`src/rtl/mpm_access_ctrl.sv`:
```
// mpm_access_ctrl: front end for the XOR multi-port memory.
//   After reset (or clr_start) it sweeps every word to CLEAR_VALUE, then in
//   RUN it passes client requests through, resolving same-cycle write
//   collisions and one-cycle write-after hazards with per-port ready.
// Ports:
//   clk, rst_n (async, active low)   clr_start -> restart clear sweep
//   busy        high during the sweep
//   cl_addr/cl_d/cl_we/cl_re[p]     client request
//   cl_ready[p] request accepted when (cl_we|cl_re) && cl_ready
//   cl_q/cl_qv[p] read data, one cycle after acceptance
//   conflict    pulse, cycle after a same-address write collision
//   mem_addr/mem_d/mem_en[p] -> memory, mem_q[p] <- memory (1-cycle latency)
// Optional build macro: MPM_RD_FWD_EN (forward previous-cycle write data to
//   reads instead of stalling them).
module mpm_access_ctrl #(
  parameter int WIDTH = 8,
  parameter int DEPTH = 256,
  parameter int PORTS = 2,
  parameter logic [WIDTH-1:0] CLEAR_VALUE = '0,
  localparam int AW = $clog2(DEPTH)
) (
  input  logic             clk,
  input  logic             rst_n,
  input  logic             clr_start,
  output logic             busy,
  input  logic [AW-1:0]    cl_addr  [PORTS],
  input  logic [WIDTH-1:0] cl_d     [PORTS],
  input  logic             cl_we    [PORTS],
  input  logic             cl_re    [PORTS],
  output logic             cl_ready [PORTS],
  output logic [WIDTH-1:0] cl_q     [PORTS],
  output logic             cl_qv    [PORTS],
  output logic             conflict,
  output logic [AW-1:0]    mem_addr [PORTS],
  output logic [WIDTH-1:0] mem_d    [PORTS],
  output logic             mem_en   [PORTS],
  input  logic [WIDTH-1:0] mem_q    [PORTS]
);

  localparam int PW = AW + 1;

  typedef enum logic {CLEAR, RUN} state_t;

  state_t          state, state_nxt;
  logic [PW-1:0]   ptr;
  logic            sweep_last;

  logic [AW-1:0]   hist_addr [PORTS];
  logic            hist_v    [PORTS];

  logic            wr    [PORTS];
  logic            rd    [PORTS];
  logic            hit   [PORTS];
  logic            coll  [PORTS];
  logic            ready [PORTS];
  logic            any_coll;
  logic            rd_acc [PORTS];

`ifdef MPM_RD_FWD_EN
  logic [WIDTH-1:0] hist_d  [PORTS];
  logic [WIDTH-1:0] fwd_val [PORTS];
  logic             fwd_q   [PORTS];
  logic [WIDTH-1:0] fwd_d   [PORTS];
`endif

  assign sweep_last = (int'(ptr) + PORTS) >= DEPTH;

  // ---------------- FSM: state register ----------------
  always_ff @(posedge clk or negedge rst_n) begin
    if (!rst_n) state <= CLEAR;
    else        state <= state_nxt;
  end

  // ---------------- FSM: next state ----------------
  always_comb begin
    state_nxt = state;
    case (state)
      CLEAR:   if (sweep_last) state_nxt = RUN;
      RUN:     if (clr_start)  state_nxt = CLEAR;
      default: state_nxt = CLEAR;
    endcase
  end

  // ---------------- sweep pointer ----------------
  always_ff @(posedge clk or negedge rst_n) begin
    if (!rst_n) begin
      ptr <= '0;
    end else if (state == CLEAR) begin
      ptr <= sweep_last ? '0 : ptr + PW'(PORTS);
    end else if (clr_start) begin
      ptr <= '0;
    end
  end

  // ---------------- request classification ----------------
  always_comb begin
    any_coll = 1'b0;
    for (int unsigned p = 0; p < PORTS; p++) begin
      wr[p]   = cl_we[p];
      rd[p]   = cl_re[p] && !cl_we[p];
      hit[p]  = 1'b0;
      coll[p] = 1'b0;
`ifdef MPM_RD_FWD_EN
      fwd_val[p] = '0;
`endif
      for (int unsigned k = 0; k < PORTS; k++) begin
        if (hist_v[k] && (hist_addr[k] == cl_addr[p]) && !hit[p]) begin
          hit[p] = 1'b1;
`ifdef MPM_RD_FWD_EN
          fwd_val[p] = hist_d[k];
`endif
        end
      end
      for (int unsigned i = 0; i < p; i++) begin
        if (cl_we[i] && cl_we[p] && (cl_addr[i] == cl_addr[p])) coll[p] = 1'b1;
      end
`ifdef MPM_RD_FWD_EN
      ready[p] = (state == RUN) && !coll[p] && !(hit[p] && wr[p]);
`else
      ready[p] = (state == RUN) && !coll[p] && !(hit[p] && (wr[p] || rd[p]));
`endif
      rd_acc[p] = rd[p] && ready[p];
      if (coll[p]) any_coll = 1'b1;
    end
  end

  // ---------------- FSM: outputs ----------------
  always_comb begin
    busy = (state == CLEAR);
    for (int unsigned p = 0; p < PORTS; p++) begin
      cl_ready[p] = ready[p];
      if (state == CLEAR) begin
        mem_addr[p] = AW'(int'(ptr) + int'(p));
        mem_d[p]    = CLEAR_VALUE;
        mem_en[p]   = (int'(ptr) + int'(p)) < DEPTH;
      end else begin
        mem_addr[p] = cl_addr[p];
        mem_d[p]    = cl_d[p];
        mem_en[p]   = wr[p] && ready[p];
      end
`ifdef MPM_RD_FWD_EN
      cl_q[p] = cl_qv[p] ? (fwd_q[p] ? fwd_d[p] : mem_q[p]) : '0;
`else
      cl_q[p] = cl_qv[p] ? mem_q[p] : '0;
`endif
    end
  end

  // History tracks every write presented to the memory, sweep writes
  // included, since the memory commits all of them one cycle late.
  always_ff @(posedge clk or negedge rst_n) begin
    if (!rst_n) begin
      conflict <= 1'b0;
      for (int unsigned p = 0; p < PORTS; p++) begin
        hist_addr[p] <= '0;
        hist_v[p]    <= 1'b0;
        cl_qv[p]     <= 1'b0;
`ifdef MPM_RD_FWD_EN
        hist_d[p] <= '0;
        fwd_q[p]  <= 1'b0;
        fwd_d[p]  <= '0;
`endif
      end
    end else begin
      conflict <= (state == RUN) && any_coll;
      for (int unsigned p = 0; p < PORTS; p++) begin
        hist_addr[p] <= mem_addr[p];
        hist_v[p]    <= mem_en[p];
        cl_qv[p]     <= rd_acc[p];
`ifdef MPM_RD_FWD_EN
        hist_d[p] <= mem_d[p];
        fwd_q[p]  <= rd_acc[p] && hit[p];
        fwd_d[p]  <= fwd_val[p];
`endif
      end
    end
  end

endmodule

```
`config.mk`:
```
export PLATFORM = sky130hd
export DESIGN_NAME = mpm_access_ctrl
export DESIGN_NICKNAME = d
export VERILOG_FILES = /design/src/rtl/mpm_access_ctrl.sv
export SDC_FILE = /design/constraint.sdc
export NUM_CORES = 1
export LEC_CHECK = 0
export ABC_AREA = 1
export CORE_ASPECT_RATIO = 1.75
export CORE_MARGIN = 2
export CORE_UTILIZATION = 35
export CTS_CLUSTER_SIZE = 8
export DETAILED_ROUTE_END_ITERATION = 10
export PLACE_DENSITY = 0.72
export SLEW_MARGIN = 20
export SYNTH_ARGS = -nofsm -noshare
export SYNTH_HDL_FRONTEND = slang
export SYNTH_SLANG_ARGS = --single-unit
```
`constraint.sdc`:
```
create_clock -name clk -period 2.23 [get_ports clk]
set_clock_uncertainty 0.15 [all_clocks]
set_input_delay 0.3345 -clock clk [delete_from_list [all_inputs] [get_ports clk]]
set_output_delay 0.3345 -clock clk [all_outputs]
set_load 0.01 [all_outputs]
```
==> summary.md <==
| Metric | Value |
|---|---|
| Result of the run | `complete, no violations` |
| Total Die Area | `6770 um^2` |
| Post-synthesis sequential element count | `30` |
| Max-cap violation count | `0` |
| Final GP Congestion | `a little over 1` |
| Count of pins over their slew limit | `0` |
| Setup TNS Final | `0 ns` |
| CTS tree | `done` |
| Number of flops mapped to enable cells by yosys | `0` |
| First-pass detailed-route iteration total | `5` |
| Overall Power | `approximately 2.9 mW` |
| Area used by sequential logic in the layout | `752 um^2` |
| Nets in the synthesized netlist | `just over 400` |
| Top area cells in the synthesized netlist | `sky130_fd_sc_hd__dfrtp_1, sky130_fd_sc_hd__nand2_1, sky130_fd_sc_hd__inv_1, sky130_fd_sc_hd__o21ai_0, sky130_fd_sc_hd__nand3_1` |
| Busiest grt layer | `met2` |
| Type of the most critical hold path | `input pin to asynchronous set/reset pin` |
| Horizontal die dimension | `roughly 63 um` |
| Antenna diode count | `0` |
| Vias in the first global route | `approximately 2400` |
| Slew at the pin with the worst max-slew slack | `approximately 0.4 ns` |
| Clock net sink count | `30` |
| Total grt overflow | `0` |
| Top-area cell type share of the netlist area | `35.1%` |
| Initial core utilization | `a little over a third` |
| Filler instances | `about 580` |
| Via/cell ratio | `4.44` |
| Antenna-violating nets left | `0` |
| Final hold vios | `0` |
| Row count | `37` |
| Clock period minus final worst setup slack | `2.13 ns` |
| Drt wl/cell | `13.1 um` |
| Post-synthesis cell count | `351` |
| Clock tree buffer depth | `2` |
| Cell area after layout | `between 3000 and 4000 um^2` |
| Port Buf Inserts | `110` |
| Multi-input gate area in the final layout | `approximately 1100 um^2` |
| Achievable Freq | `between 400 and 500 MHz` |
| Top-count cell post-synth | `sky130_fd_sc_hd__nand2_1` |
| Io pins | `~110` |
| Initial antenna violation count | `0` |
| Layout cells sized above 1 | `12.9%` |
| Fraction of the yosys area taken by sequential cells | `between 30% and 40%` |
| Slew margin rel. | `roughly three quarters` |
| Proportion of register bits with asynchronous set or reset after synthesis | `100%` |
| Critical path startpoint category | `register` |
| Global routing met2 resource utilization | `between 30% and 40%` |
| Worst setup path class | `register to output pin` |
| Leading register cell type out of synthesis | `sky130_fd_sc_hd__dfrtp_1` |
| Arrival time worst endpoint | `around 1.7 ns` |
| Cell leakage power | `about 2.1 nW` |
| Total CTS buffers | `5` |
| Post-CTS Hold Buffers | `0` |
| Synth-to-Final Area Change | `68.8%` |
| Met1 layer usage reported by global route | `approximately 24%` |
| Clock root buffer | `sky130_fd_sc_hd__clkbuf_8` |
| Clock H-tree levels | `2` |
| PwrDens | `between 700 and 800 nW/um^2` |
| Vias post-DR | `around 2500` |
| Total routed wirelength | `between 7000 and 8000 um` |
| Met3 Use GR | `between 4 and 5%` |
| Worst setup timing slack at the placement stage | `-0.532 ns` |
| Core outline area | `5880 um^2` |
| Cell area reported after detailed placement | `3450 um^2` |
| Top cells by count, synth | `sky130_fd_sc_hd__nand2_1, sky130_fd_sc_hd__inv_1, sky130_fd_sc_hd__dfrtp_1, sky130_fd_sc_hd__nor2_1, sky130_fd_sc_hd__o21ai_0` |
| Post-Synthesis Cell Area | `2140 um^2` |
| Die Y | `about 110 um` |
| Final number of setup-violating endpoints | `0` |
| Count of routing violations after the opening detailed-route iteration | `~150` |
| Worst supply voltage drop on vdd | `~0.73 mV` |
| Number of library cell types mapped by synthesis | `22` |
| CP max FO | `26` |
| Synthesis Warnings | `0` |
| Nature of the critical path endpoint | `output pin` |
| Fin crit share | `95.5%` |
| Final layout net count | `about 540` |
| Post-CTS clock slew at the launch and capture registers of the worst setup and hold paths | `~0.070 ns` |
| Wire length of the first global-routing pass | `between 10000 and 15000 um` |
| Clock latency reported for the late side of the worst-skew pair | `0.28 ns` |
| Core Util, Final | `61.3%` |
| GRT Resource Usage Total | `21.9%` |
| Maximum number of pins on one net before global-route repair | `31` |
| Remaining DRCs | `0` |
| Synth Area per Inst | `6.08 um^2` |
| Critical path data required time | `1.75 ns` |
| HPWL after detailed placement | `about 6000 um` |
| Worst Slack Setup Final | `0.100 ns` |
| Library cell occupying the most area in the post-synthesis netlist | `sky130_fd_sc_hd__dfrtp_1` |
-- where the power goes --
part	switching [mW]	internal, mW
clock	0.214	0.248
sequential	0.193	0.750
combinational	0.773	0.678
total	1.18	1.68
-- per-layer routing --
metal	vias up	wire length, um
li1	1294	-
met2	62	3970
met3	16	322
met4	0	229
met5	-	0
met1	1114	2800
-- state kept, by name, summed over array words and instances, names as in the netlist --
signal     cells
ptr            8
state          1
cl_qv          2
conflict       1
hist_addr     16
hist_v         2
-- layout by cell type, fill, tap and decap left out, types with 3 or more instances in the layout --
master                            Yosys  final
sky130_fd_sc_hd__nand2_1            131    127
sky130_fd_sc_hd__inv_1               86     81
sky130_fd_sc_hd__clkdlybuf4s50_1      0     74
sky130_fd_sc_hd__dfrtp_1             30     29
sky130_fd_sc_hd__buf_4                1     20
sky130_fd_sc_hd__dlygate4sd2_1        0     19
sky130_fd_sc_hd__nor2_1              20     16
sky130_fd_sc_hd__o21ai_0             20     15
sky130_fd_sc_hd__nand3_1             15     14
sky130_fd_sc_hd__dlymetal6s2s_1       0     13
sky130_fd_sc_hd__a21oi_1             12      9
sky130_fd_sc_hd__o22ai_1              7      7
sky130_fd_sc_hd__xor2_1               6      6
sky130_fd_sc_hd__clkbuf_8             0      6
sky130_fd_sc_hd__inv_2                1      5
sky130_fd_sc_hd__o21ai_1              0      5
sky130_fd_sc_hd__nor2_2               1      5
sky130_fd_sc_hd__nand2_2              1      5
sky130_fd_sc_hd__a21oi_2              0      3
sky130_fd_sc_hd__or2_2                3      3
sky130_fd_sc_hd__xnor2_1              4      3
sky130_fd_sc_hd__nand3_2              2      3
sky130_fd_sc_hd__buf_2                2      3
-- path summary, 6_finish.rpt --
path | slack (ns) | endpoint | start | depth (start not counted)
setup / recovery | 0.1 | mem_addr[8] | state | 4
hold / removal | 0.29 | hist_addr[8] | rst_n | 2
setup reg to reg | 0.51 | ptr[5] | ptr[1] | 8
hold reg to reg | 0.42 | ptr[8] | ptr[8] | 2
max in group asynchronous | 1.32 | state | rst_n | 2
min in group clk | 0.32 | cl_qv[0] | cl_we[0] | 4
-- what timing repair did --
action                     CTS  global route
setup endpoints to repair   20            17
gates resized for setup     49            28
setup buffers                0             1
pin swaps                    5            11
-- cell type report --
class,instances,area share [%]
timing repair buffer,131,35.0
multi-input combinational,226,29.6
clock buffer,6,2.29
sequential,30,20.9
tap,78,2.71
clock inverter,2,0.347
inverter,87,9.27
-- critical path, cell delays in order (launching register included) --
cell	delay [ns]
sky130_fd_sc_hd__dfrtp_2	0.44
sky130_fd_sc_hd__buf_12	0.19
sky130_fd_sc_hd__nand2_1	0.07
sky130_fd_sc_hd__inv_1	0.09
sky130_fd_sc_hd__clkdlybuf4s50_1	0.57
-- metrics by stage --
stage / hold slack [ns] / std cells
3_5_place_dp: 0.412 / 551
3_3_place_gp: 0.393 / 551
2_1_floorplan: -0.111 / 351
5_1_grt: 0.322 / 560
6_report: 0.294 / 560
4_1_cts: 0.297 / 559
-- logic make-up (layout without fill, tap and decap cells) --
group                      count (synthesis)  after routing  share of synthesized area [%]
AOI/OAI and AO/OA                         40             40                           9.96
xor gates and xnor gates                  10             10                           4.10
adders and majority gates                  1              1                          0.586
DFF                                       30             30                           35.1
and+or+nand+nor                          175            175                           33.2
buffers and inverters                     95            226                           17.0
(Power assumes the default switching activity.)
